$ cat config.mk
export PLATFORM = sky130hd
export DESIGN_NAME = return_address_stack_flat
export DESIGN_NICKNAME = d
export VERILOG_FILES = /design/src/rtl/return_address_stack_pkg.sv /design/src/rtl/return_address_stack_if.sv /design/src/rtl/return_address_stack_storage.sv /design/src/rtl/return_address_stack.sv /design/src/flat_wrapper.sv
export SDC_FILE = /design/constraint.sdc
export NUM_CORES = 1
export LEC_CHECK = 0
export CORE_MARGIN = 3
export CORE_UTILIZATION = 37
export CTS_CLUSTER_DIAMETER = 200
export DETAILED_ROUTE_END_ITERATION = 8
export GPL_TIMING_DRIVEN = 1
export HOLD_SLACK_MARGIN = 0.1
export PLACE_DENSITY = 0.61
export SKIP_CTS_REPAIR_TIMING = 1
export SLEW_MARGIN = 20
export SYNTH_ARGS = -nofsm -noshare
export SYNTH_HDL_FRONTEND = slang
export SYNTH_SLANG_ARGS = --single-unit
$ cat constraint.sdc
create_clock -name clk -period 4.1 [get_ports clk]
set_input_delay 0.82 -clock clk [delete_from_list [all_inputs] [get_ports clk]]
set_output_delay 0.82 -clock clk [all_outputs]
set_load 0.05 [all_outputs]
$ cat src/rtl/return_address_stack_pkg.sv
// Shared RAS constants: overflow-mode codes, default geometry and the
// per-cycle operation decode used by the pointer/count logic.
package return_address_stack_pkg;

   localparam int RAS_MODE_WRAP = 0;
   localparam int RAS_MODE_DROP = 1;

   localparam int RAS_DEFAULT_DEPTH      = 8;
   localparam int RAS_DEFAULT_ADDR_WIDTH = 32;

   typedef enum logic [2:0] {
      RAS_OP_IDLE,
      RAS_OP_FLUSH,
      RAS_OP_PUSH,
      RAS_OP_POP,
      RAS_OP_REPLACE
   } ras_op_e;

   // Flush dominates; a simultaneous push and pop is a replace-in-place.
   function automatic ras_op_e ras_decode(input logic flush,
                                          input logic push,
                                          input logic pop);
      ras_op_e op;
      op = RAS_OP_IDLE;
      if (flush) begin
         op = RAS_OP_FLUSH;
      end else begin
         case ({push, pop})
            2'b10:   op = RAS_OP_PUSH;
            2'b01:   op = RAS_OP_POP;
            2'b11:   op = RAS_OP_REPLACE;
            default: op = RAS_OP_IDLE;
         endcase
      end
      return op;
   endfunction

endpackage

$ cat src/rtl/return_address_stack_if.sv
// Fetch-side bundle of the return-address stack: control/data from the IFU
// (master) and the predicted target plus status back from the stack (slave).
interface return_address_stack_if #(
   parameter int ADDR_WIDTH = 32,
   parameter int DEPTH      = 8
);
   localparam int CW = $clog2(DEPTH) + 1;

   // Every input is sampled each posedge; there is no back-pressure, so
   // push/pop are single-cycle strobes that are always accepted.
   logic                  flush;
   logic                  push;
   logic [ADDR_WIDTH-1:0] push_addr;
   logic                  pop;
   logic [ADDR_WIDTH-1:0] top_addr;
   logic                  top_valid;
   logic                  full;
   logic [CW-1:0]         count;
   logic                  overflow;
   logic                  underflow;

   modport master (
      output flush, push, push_addr, pop,
      input  top_addr, top_valid, full, count, overflow, underflow
   );

   modport slave (
      input  flush, push, push_addr, pop,
      output top_addr, top_valid, full, count, overflow, underflow
   );
endinterface

$ cat src/rtl/return_address_stack_storage.sv
// DEPTH x ADDR_WIDTH register array for the RAS: one synchronous write port,
// one asynchronous read port, contents deliberately left unreset.
module ras_storage #(
   parameter int ADDR_WIDTH = 32,
   parameter int DEPTH      = 8,
   localparam int PW        = $clog2(DEPTH)
) (
   input  logic                  clk,
   input  logic                  we,
   input  logic [PW-1:0]         waddr,
   input  logic [ADDR_WIDTH-1:0] wdata,
   input  logic [PW-1:0]         raddr,
   output logic [ADDR_WIDTH-1:0] rdata
);

   logic [ADDR_WIDTH-1:0] mem [DEPTH];

   always_ff @(posedge clk) begin
      if (we) begin
         mem[waddr] <= wdata;
      end
   end

   assign rdata = mem[raddr];

endmodule

$ cat src/rtl/return_address_stack.sv
// Return-address stack for the fetch path: jal/jalr push the link address,
// jr $ra pops, and the top entry is offered to the IFU as a predicted target.
module return_address_stack
   import return_address_stack_pkg::*;
#(
   parameter int ADDR_WIDTH    = RAS_DEFAULT_ADDR_WIDTH,
   parameter int DEPTH         = RAS_DEFAULT_DEPTH,
   parameter int OVERFLOW_MODE = RAS_MODE_WRAP
) (
   input  logic                  clk,
   input  logic                  reset_n,
   return_address_stack_if.slave bus
);

   localparam int PW = $clog2(DEPTH);
   localparam int CW = PW + 1;
   localparam logic [CW-1:0] CNT_FULL = CW'(DEPTH);

   logic [PW-1:0]         tos_q, tos_d, tos_inc, tos_dec;
   logic [CW-1:0]         cnt_q, cnt_d;
   logic                  ovf_q, ovf_d;
   logic                  unf_q, unf_d;
   logic                  is_full, is_empty;
   logic                  we;
   logic                  mem_we;
   logic [PW-1:0]         waddr;
   logic [ADDR_WIDTH-1:0] rdata;
   ras_op_e               op;

   assign op       = ras_decode(bus.flush, bus.push, bus.pop);
   assign is_full  = (cnt_q == CNT_FULL);
   assign is_empty = (cnt_q == '0);
   // Pointer wrap is plain truncation to PW bits.
   assign tos_inc  = tos_q + PW'(1);
   assign tos_dec  = tos_q - PW'(1);

   always_comb begin
      tos_d = tos_q;
      cnt_d = cnt_q;
      ovf_d = 1'b0;
      unf_d = 1'b0;
      we    = 1'b0;
      waddr = tos_inc;
      case (op)
         RAS_OP_FLUSH: begin
            cnt_d = '0;
         end
         RAS_OP_PUSH: begin
            if (!is_full) begin
               we    = 1'b1;
               tos_d = tos_inc;
               cnt_d = cnt_q + CW'(1);
            end else begin
               ovf_d = 1'b1;
               // In wrap mode tos+1 is the oldest slot, so it gets overwritten.
               if (OVERFLOW_MODE != RAS_MODE_DROP) begin
                  we    = 1'b1;
                  tos_d = tos_inc;
               end
            end
         end
         RAS_OP_POP: begin
            if (is_empty) begin
               unf_d = 1'b1;
            end else begin
               tos_d = tos_dec;
               cnt_d = cnt_q - CW'(1);
            end
         end
         RAS_OP_REPLACE: begin
            we = 1'b1;
            if (is_empty) begin
               unf_d = 1'b1;
               tos_d = tos_inc;
               cnt_d = CW'(1);
            end else begin
               waddr = tos_q;
            end
         end
         default: begin
         end
      endcase
   end

   always_ff @(posedge clk) begin
      if (!reset_n) begin
         tos_q <= '0;
         cnt_q <= '0;
         ovf_q <= 1'b0;
         unf_q <= 1'b0;
      end else begin
         tos_q <= tos_d;
         cnt_q <= cnt_d;
         ovf_q <= ovf_d;
         unf_q <= unf_d;
      end
   end

   // Gating with reset_n keeps unknown strobes during reset out of the array.
   assign mem_we = we & reset_n;

   ras_storage #(
      .ADDR_WIDTH (ADDR_WIDTH),
      .DEPTH      (DEPTH)
   ) u_storage (
      .clk   (clk),
      .we    (mem_we),
      .waddr (waddr),
      .wdata (bus.push_addr),
      .raddr (tos_q),
      .rdata (rdata)
   );

   assign bus.top_valid = !is_empty;
   assign bus.top_addr  = is_empty ? '0 : rdata;
   assign bus.full      = is_full;
   assign bus.count     = cnt_q;
   assign bus.overflow  = ovf_q;
   assign bus.underflow = unf_q;

endmodule
$ cat src/flat_wrapper.sv
// flat-port wrapper written by rule: the top's interface ports become plain ports
module return_address_stack_flat import return_address_stack_pkg::*;
#(
   parameter int ADDR_WIDTH    = RAS_DEFAULT_ADDR_WIDTH,
   parameter int DEPTH         = RAS_DEFAULT_DEPTH,
   parameter int OVERFLOW_MODE = RAS_MODE_WRAP
)
  (clk, reset_n, bus_flush, bus_push, bus_push_addr, bus_pop, bus_top_addr, bus_top_valid, bus_full, bus_count, bus_overflow, bus_underflow);
  return_address_stack_if #(.ADDR_WIDTH(ADDR_WIDTH), .DEPTH(DEPTH)) bus_i ();
  input  logic clk;
  input  logic reset_n;
  input wire logic [$bits(bus_i.flush)-1:0] bus_flush;
  input wire logic [$bits(bus_i.push)-1:0] bus_push;
  input wire logic [$bits(bus_i.push_addr)-1:0] bus_push_addr;
  input wire logic [$bits(bus_i.pop)-1:0] bus_pop;
  output wire logic [$bits(bus_i.top_addr)-1:0] bus_top_addr;
  output wire logic [$bits(bus_i.top_valid)-1:0] bus_top_valid;
  output wire logic [$bits(bus_i.full)-1:0] bus_full;
  output wire logic [$bits(bus_i.count)-1:0] bus_count;
  output wire logic [$bits(bus_i.overflow)-1:0] bus_overflow;
  output wire logic [$bits(bus_i.underflow)-1:0] bus_underflow;
  assign bus_i.flush = bus_flush;
  assign bus_i.push = bus_push;
  assign bus_i.push_addr = bus_push_addr;
  assign bus_i.pop = bus_pop;
  assign bus_top_addr = bus_i.top_addr;
  assign bus_top_valid = bus_i.top_valid;
  assign bus_full = bus_i.full;
  assign bus_count = bus_i.count;
  assign bus_overflow = bus_i.overflow;
  assign bus_underflow = bus_i.underflow;
  return_address_stack #(.ADDR_WIDTH(ADDR_WIDTH), .DEPTH(DEPTH), .OVERFLOW_MODE(OVERFLOW_MODE)) u_core (.clk(clk), .reset_n(reset_n), .bus(bus_i));
endmodule
* Word-level counts from Yosys, hierarchy flattened
Memory sizes are Yosys's and may differ from the RTL's. A register that Yosys moved wholly into a read port is not among the register bits.
Cells that the tools add are included.
** Word-level totals
- Register bits after elaboration :: 9
- Output and inout bits :: 40
- Bits in writable memories :: 256
- Memories kept :: 1
- Bits of input ports :: 37
- Word-level logic and storage cells :: 49
** Operators by class
- Multiplexer cells :: 18
- Add/subtract/negate cells :: 4
- Bitwise operators :: 1
- Equal/unequal tests :: 11
- Reductions and logical operators :: 10
** Memories
- u_core.u_storage.mem :: words 8, width 32, read ports 1, clocked after memory_dff 1, wr ports 1, line return_address_stack_storage.sv:16 : logic [ADDR_WIDTH-1:0] mem [DEPTH];
** Operator list (count)
- two-way mux 32 bit :: 1
- two-way mux 3 bit :: 6
- case mux 3 bit (3 select lines) :: 2
- case mux 4 bit (4 select lines) :: 1
- two-way mux 4 bit :: 3
- == test 3 x 2 -> 1 bit (second input constant) :: 2
- AND reduction 2 bit :: 3
- two-way mux 1 bit :: 5
- adder 4 x 1 -> 4 bit (second input constant) :: 1
- == test 2 bit (second input constant) :: 2
- == test 4 bit (second input constant) :: 1
- logical NOT 4 bit :: 1
- inequality test 2 bit (second input constant) :: 2
- AND reduction 4 bit :: 1
- nonzero test 4 bit :: 1
- OR reduction 2 bit :: 2
- subtractor 4 x 1 -> 4 bit (second input constant) :: 1
- adder 3 x 1 -> 3 bit (second input constant) :: 1
- == test 3 x 1 -> 1 bit (second input constant) :: 1
- == test 3 bit (second input constant) :: 1
- nonzero test 3 bit :: 1
- subtractor 3 x 1 -> 3 bit (second input constant) :: 1
- == test 2 x 1 -> 1 bit (second input constant) :: 1
- inequality test 2 x 1 -> 1 bit (second input constant) :: 1
- 2 further kinds :: 2

* Longest topological paths before layout
- Word-level depth :: 9
- Mapped depth :: 12
- Mapped depth without buffers :: 10

* Cells and area by module
Synthesis repeated with hierarchy kept, for this count alone.
** Second synthesis, totals
- Cells, all modules :: 513
- Area, all modules :: 10827.9 µm²
** By module, submodules not included
- ras_storage :: cells an instance 383, area an instance 9825.7 µm², times used 1
- return_address_stack :: cells an instance 130, area an instance 1002.2 µm², times used 1

* Worst setup path before layout
Ideal clock, no wire load.
- Path type :: input to register
- Start point :: input bus_push
- End point :: memory u_core.u_storage.mem[4][0], enable pin
- Path buffers :: 1
- Required time :: 3.675 ns
- Arrival :: 3.537 ns
- Stages :: 8
- Setup slack :: 0.138 ns
- Cell sequence :: inv_1 > ha_1 > buf_2 > nand4bb_1 > nand2b_1 > o22ai_1 > a32o_1 > nor2b_1
** On the way
- Longest elaborated chain between the ends :: 9
- Elaborated cells between the ends (all ways) :: 13
** RTL lines
- start: declaration :: line flat_wrapper.sv:13 : input wire logic [$bits(bus_i.push)-1:0] bus_push;
- == test 2 bit / == test 2 x 1 -> 1 bit (equally long branches) :: line return_address_stack_pkg.sv:28 : case ({push, pop})
- case mux 3 bit (3 select lines) * :: line return_address_stack_pkg.sv:28
- two-way mux 3 bit * :: line return_address_stack_pkg.sv:25 : if (flush) begin
- == test 3 x 2 -> 1 bit / == test 3 bit (equally long branches) :: line return_address_stack.sv:44 : case (op)
- OR reduction 2 bit (no line)
- two-way mux 1 bit
- AND 1 bit :: line return_address_stack.sv:100 : assign mem_we = we & reset_n;
- two-way mux 1 bit :: line return_address_stack_storage.sv:19 : if (we) begin
- two-way mux 1 bit (implied by the code) :: line return_address_stack_storage.sv:20 : mem[waddr] <= wdata;
- end: declaration :: line return_address_stack_storage.sv:16
Every way passes the cells marked *; elsewhere a longest branch is shown, timed or not.

==> impl_metrics.yaml <==
logic_synthesis:
  synth_area_leaders: "edfxtp_1 (73%), mux4_2 (14%), mux2i_1 (3.3%), dfxtp_1 (2.3%), nor2_1 (1.9%)"
  synth_top_cells_by_count: "edfxtp_1 (256), mux4_2 (64), nor2_1 (53), mux2i_1 (35), clkbuf_1 (13)"
  ys.flop_type: "edfxtp_1"
  synth_area_um2: 10600
  synth_top_area_cell: "edfxtp_1"
  syn_avg_cell_area_um2: 20.3
  syn_nets: 565
  yosys.cell_types.count: 47
  syn_inst: 521
  yosys_warnings: 0
  ys_ff_latch: 268
  synthMostInstantiatedCell: "edfxtp_1"
  synthArstFlopShare_pct: 0
  yosysSeqAreaShare_pct: 75.0
  synth_top_area_share_pct: 72.7
  synth-edff-count: 256
worst_setup_path:
  endpoint_kind: "primary output"
  worstPathMaxFanout: 22
  worst_ep_arrival_time_ns: 2.98
  cp-start-kind: "flip-flop"
  r2r-start: "u_core.bus.count[1]"
  crit_type: "reg2out"
  worst-endpoint-required_ns: 3.28
grt:
  antenna_found_initial: 0
  track_usage_pct: 13.2
  gr-total-overflow: 0
  grt_pass1_wl_mm: 31.6
  use_met2_pct: 22.4
  grt_max_degree: 41
  met3_usage_pct: 2.63
  grt_pass1_vias: 5468
  top_usage_layer: "met2"
  met1_usage_pct: 17.7
cts:
  cts_tree: "yes"
  clk_pin_slew_worst_paths_ns: 0.06
  clock_path_buffers: 3
  cts_root_buf: "clkbuf_16"
  cts.sinks: 268
  htree_levels: 1
  cts_buffers: 26
  clock_latency_ns: 0.51
power_and_ir_drop:
  sequentialPowerShare_pct: 47.9
  p_switching_mw: 1.48
  pwr-share-comb_pct: 12.4
  p_int_mw: 5.05
  power.share.switching_pct: 22.7
  pwr_density_cell_nw_per_um2: 502
  leakagePower_nw: 4.04
  finalPower_mw: 6.53
  clkPwrFrac_pct: 39.7
  vdd_drop_max_mv: 0.267
die:
  coreArea_um2: 28000
  row_count: 61
  start_util_pct: 37.7
  die-area_um2: 30600
  io_pins: 77
  die_w_um: 175
  die_h_um: 175
outcome:
  status: "finished clean"
drt:
  drt_iter0_drc: 314
  wl_per_cell_um: 19.8
  first_pass_iters: 4
  drc: 0
  wl_mm: 20.1
  vias: 5133
  vias_per_cell: 5.05
  antenna_left: 0
flow_run:
  cap_viol_max_count: 0
sta:
  holdWs_ns: 0.640
  grt_setup_unrepaired: "false"
  min_period_over_period_pct: 92.7
  setup_viol: 0
  worst_slack_ns: 0.299
  finalHoldViolCount: 0
  worst_pin_slew_ns: 0.866
  fmax_mhz: 263
  clock-skew-final_ns: 0.00547
  tns_ns: 0
  fin_crit_ns: 3.80
  slew_violations: 0
  relSlewSlack_pct: 42.0
min_path:
  hold_start: "u_core.tos_q[0]"
  hold_path.class: "reg2reg"
place:
  port_buffers: 76
  gp_congestion: 0.724
  dp_slack_ns: 0.377
  hpwlAfterDp_mm: 12.4
  postPlaceCellArea_um2: 12100
finish:
  final_nets: 663
  area_growth_pct: 23.1
  diodes: 0
  final_layout_size_suffix_gt1_share_pct: 22.2
  final_cell_area_um2: 13000
## power by group through the flow
stage / clock network (mW) / registers, mW / logic [mW]
2_1_floorplan: 0 / 3.15 / 0.568
6_report: 2.59 / 3.13 / 0.812
5_1_grt: 2.77 / 3.14 / 0.870
3_5_place_dp: 0 / 3.19 / 0.820
3_3_place_gp: 0 / 3.19 / 0.810
4_1_cts: 2.66 / 3.13 / 0.824
## layout by cell type, fill, tap and decap left out, types with 7 or more instances in the layout
cell             instances
a21oi_1                  8
buf_12                  11
buf_4                    8
clkbuf_16               27
clkdlybuf4s50_1         76
dfxtp_1                  9
edfxtp_1               256
inv_1                    8
mux2i_1                 35
mux4_2                  64
nand2_1                  7
nor2_1                  47
## worst max-delay path, cell delays in order, from the launching register on
cell	delay (ns)
dfxtp_4	0.61
buf_12	0.27
mux4_2	0.53
mux2i_1	0.20
nor2_1	0.11
clkdlybuf4s50_1	0.74
## through the flow
stage	cells	util, %
after CTS	1017	46.5
after detailed placement	969	43.0
after global routing	1017	46.5
after global placement	969	43.0
after floorplan	521	-
final	1017	46.5
## path summary, 6_finish.rpt
kind,endpoint,slack (ns),cells past startpoint
worst max-delay path,bus_top_addr[26],0.30,5
worst min register to register,flip-flop,0.64,2
worst max register to register,u_core.u_storage.mem[2][1],1.00,8
worst min-delay path,flip-flop,0.64,2
## flip-flops by register name (all words and copies together) (netlist names), named ones only
name	cells
u_core.u_storage.mem	256
u_core.bus.underflow	1
u_core.bus.count	4
u_core.tos_q	3
u_core.bus.overflow	1
## area by class of cell
type	instances	area (µm²)
Inverter	8	30.0
Fill cell	2325	15000
Clock buffer	31	711
Sequential cell	268	7940
Tap cell	378	473
Timing Repair Buffer	95	1040
Multi-Input combinational cell	220	2570
Clock inverter	17	251
## metal layers
layer  wire [µm]  share of wire (%)
met4         233                1.2
met3        1020                5.1
met2       10000                 50
met5           0                  0
met1        8810                 44
## cells by family after synthesis
group,share of synthesized area (%)
and+or+nand+nor,3.47
AOI/OAI and AO/OA,2.27
adders and majority gates,0.899
muxes,16.9
buffers and inverters,1.28
DFF,75.0
xor gates and xnor gates,0.166
No activity file was read; power rests on OpenSTA's default activity.
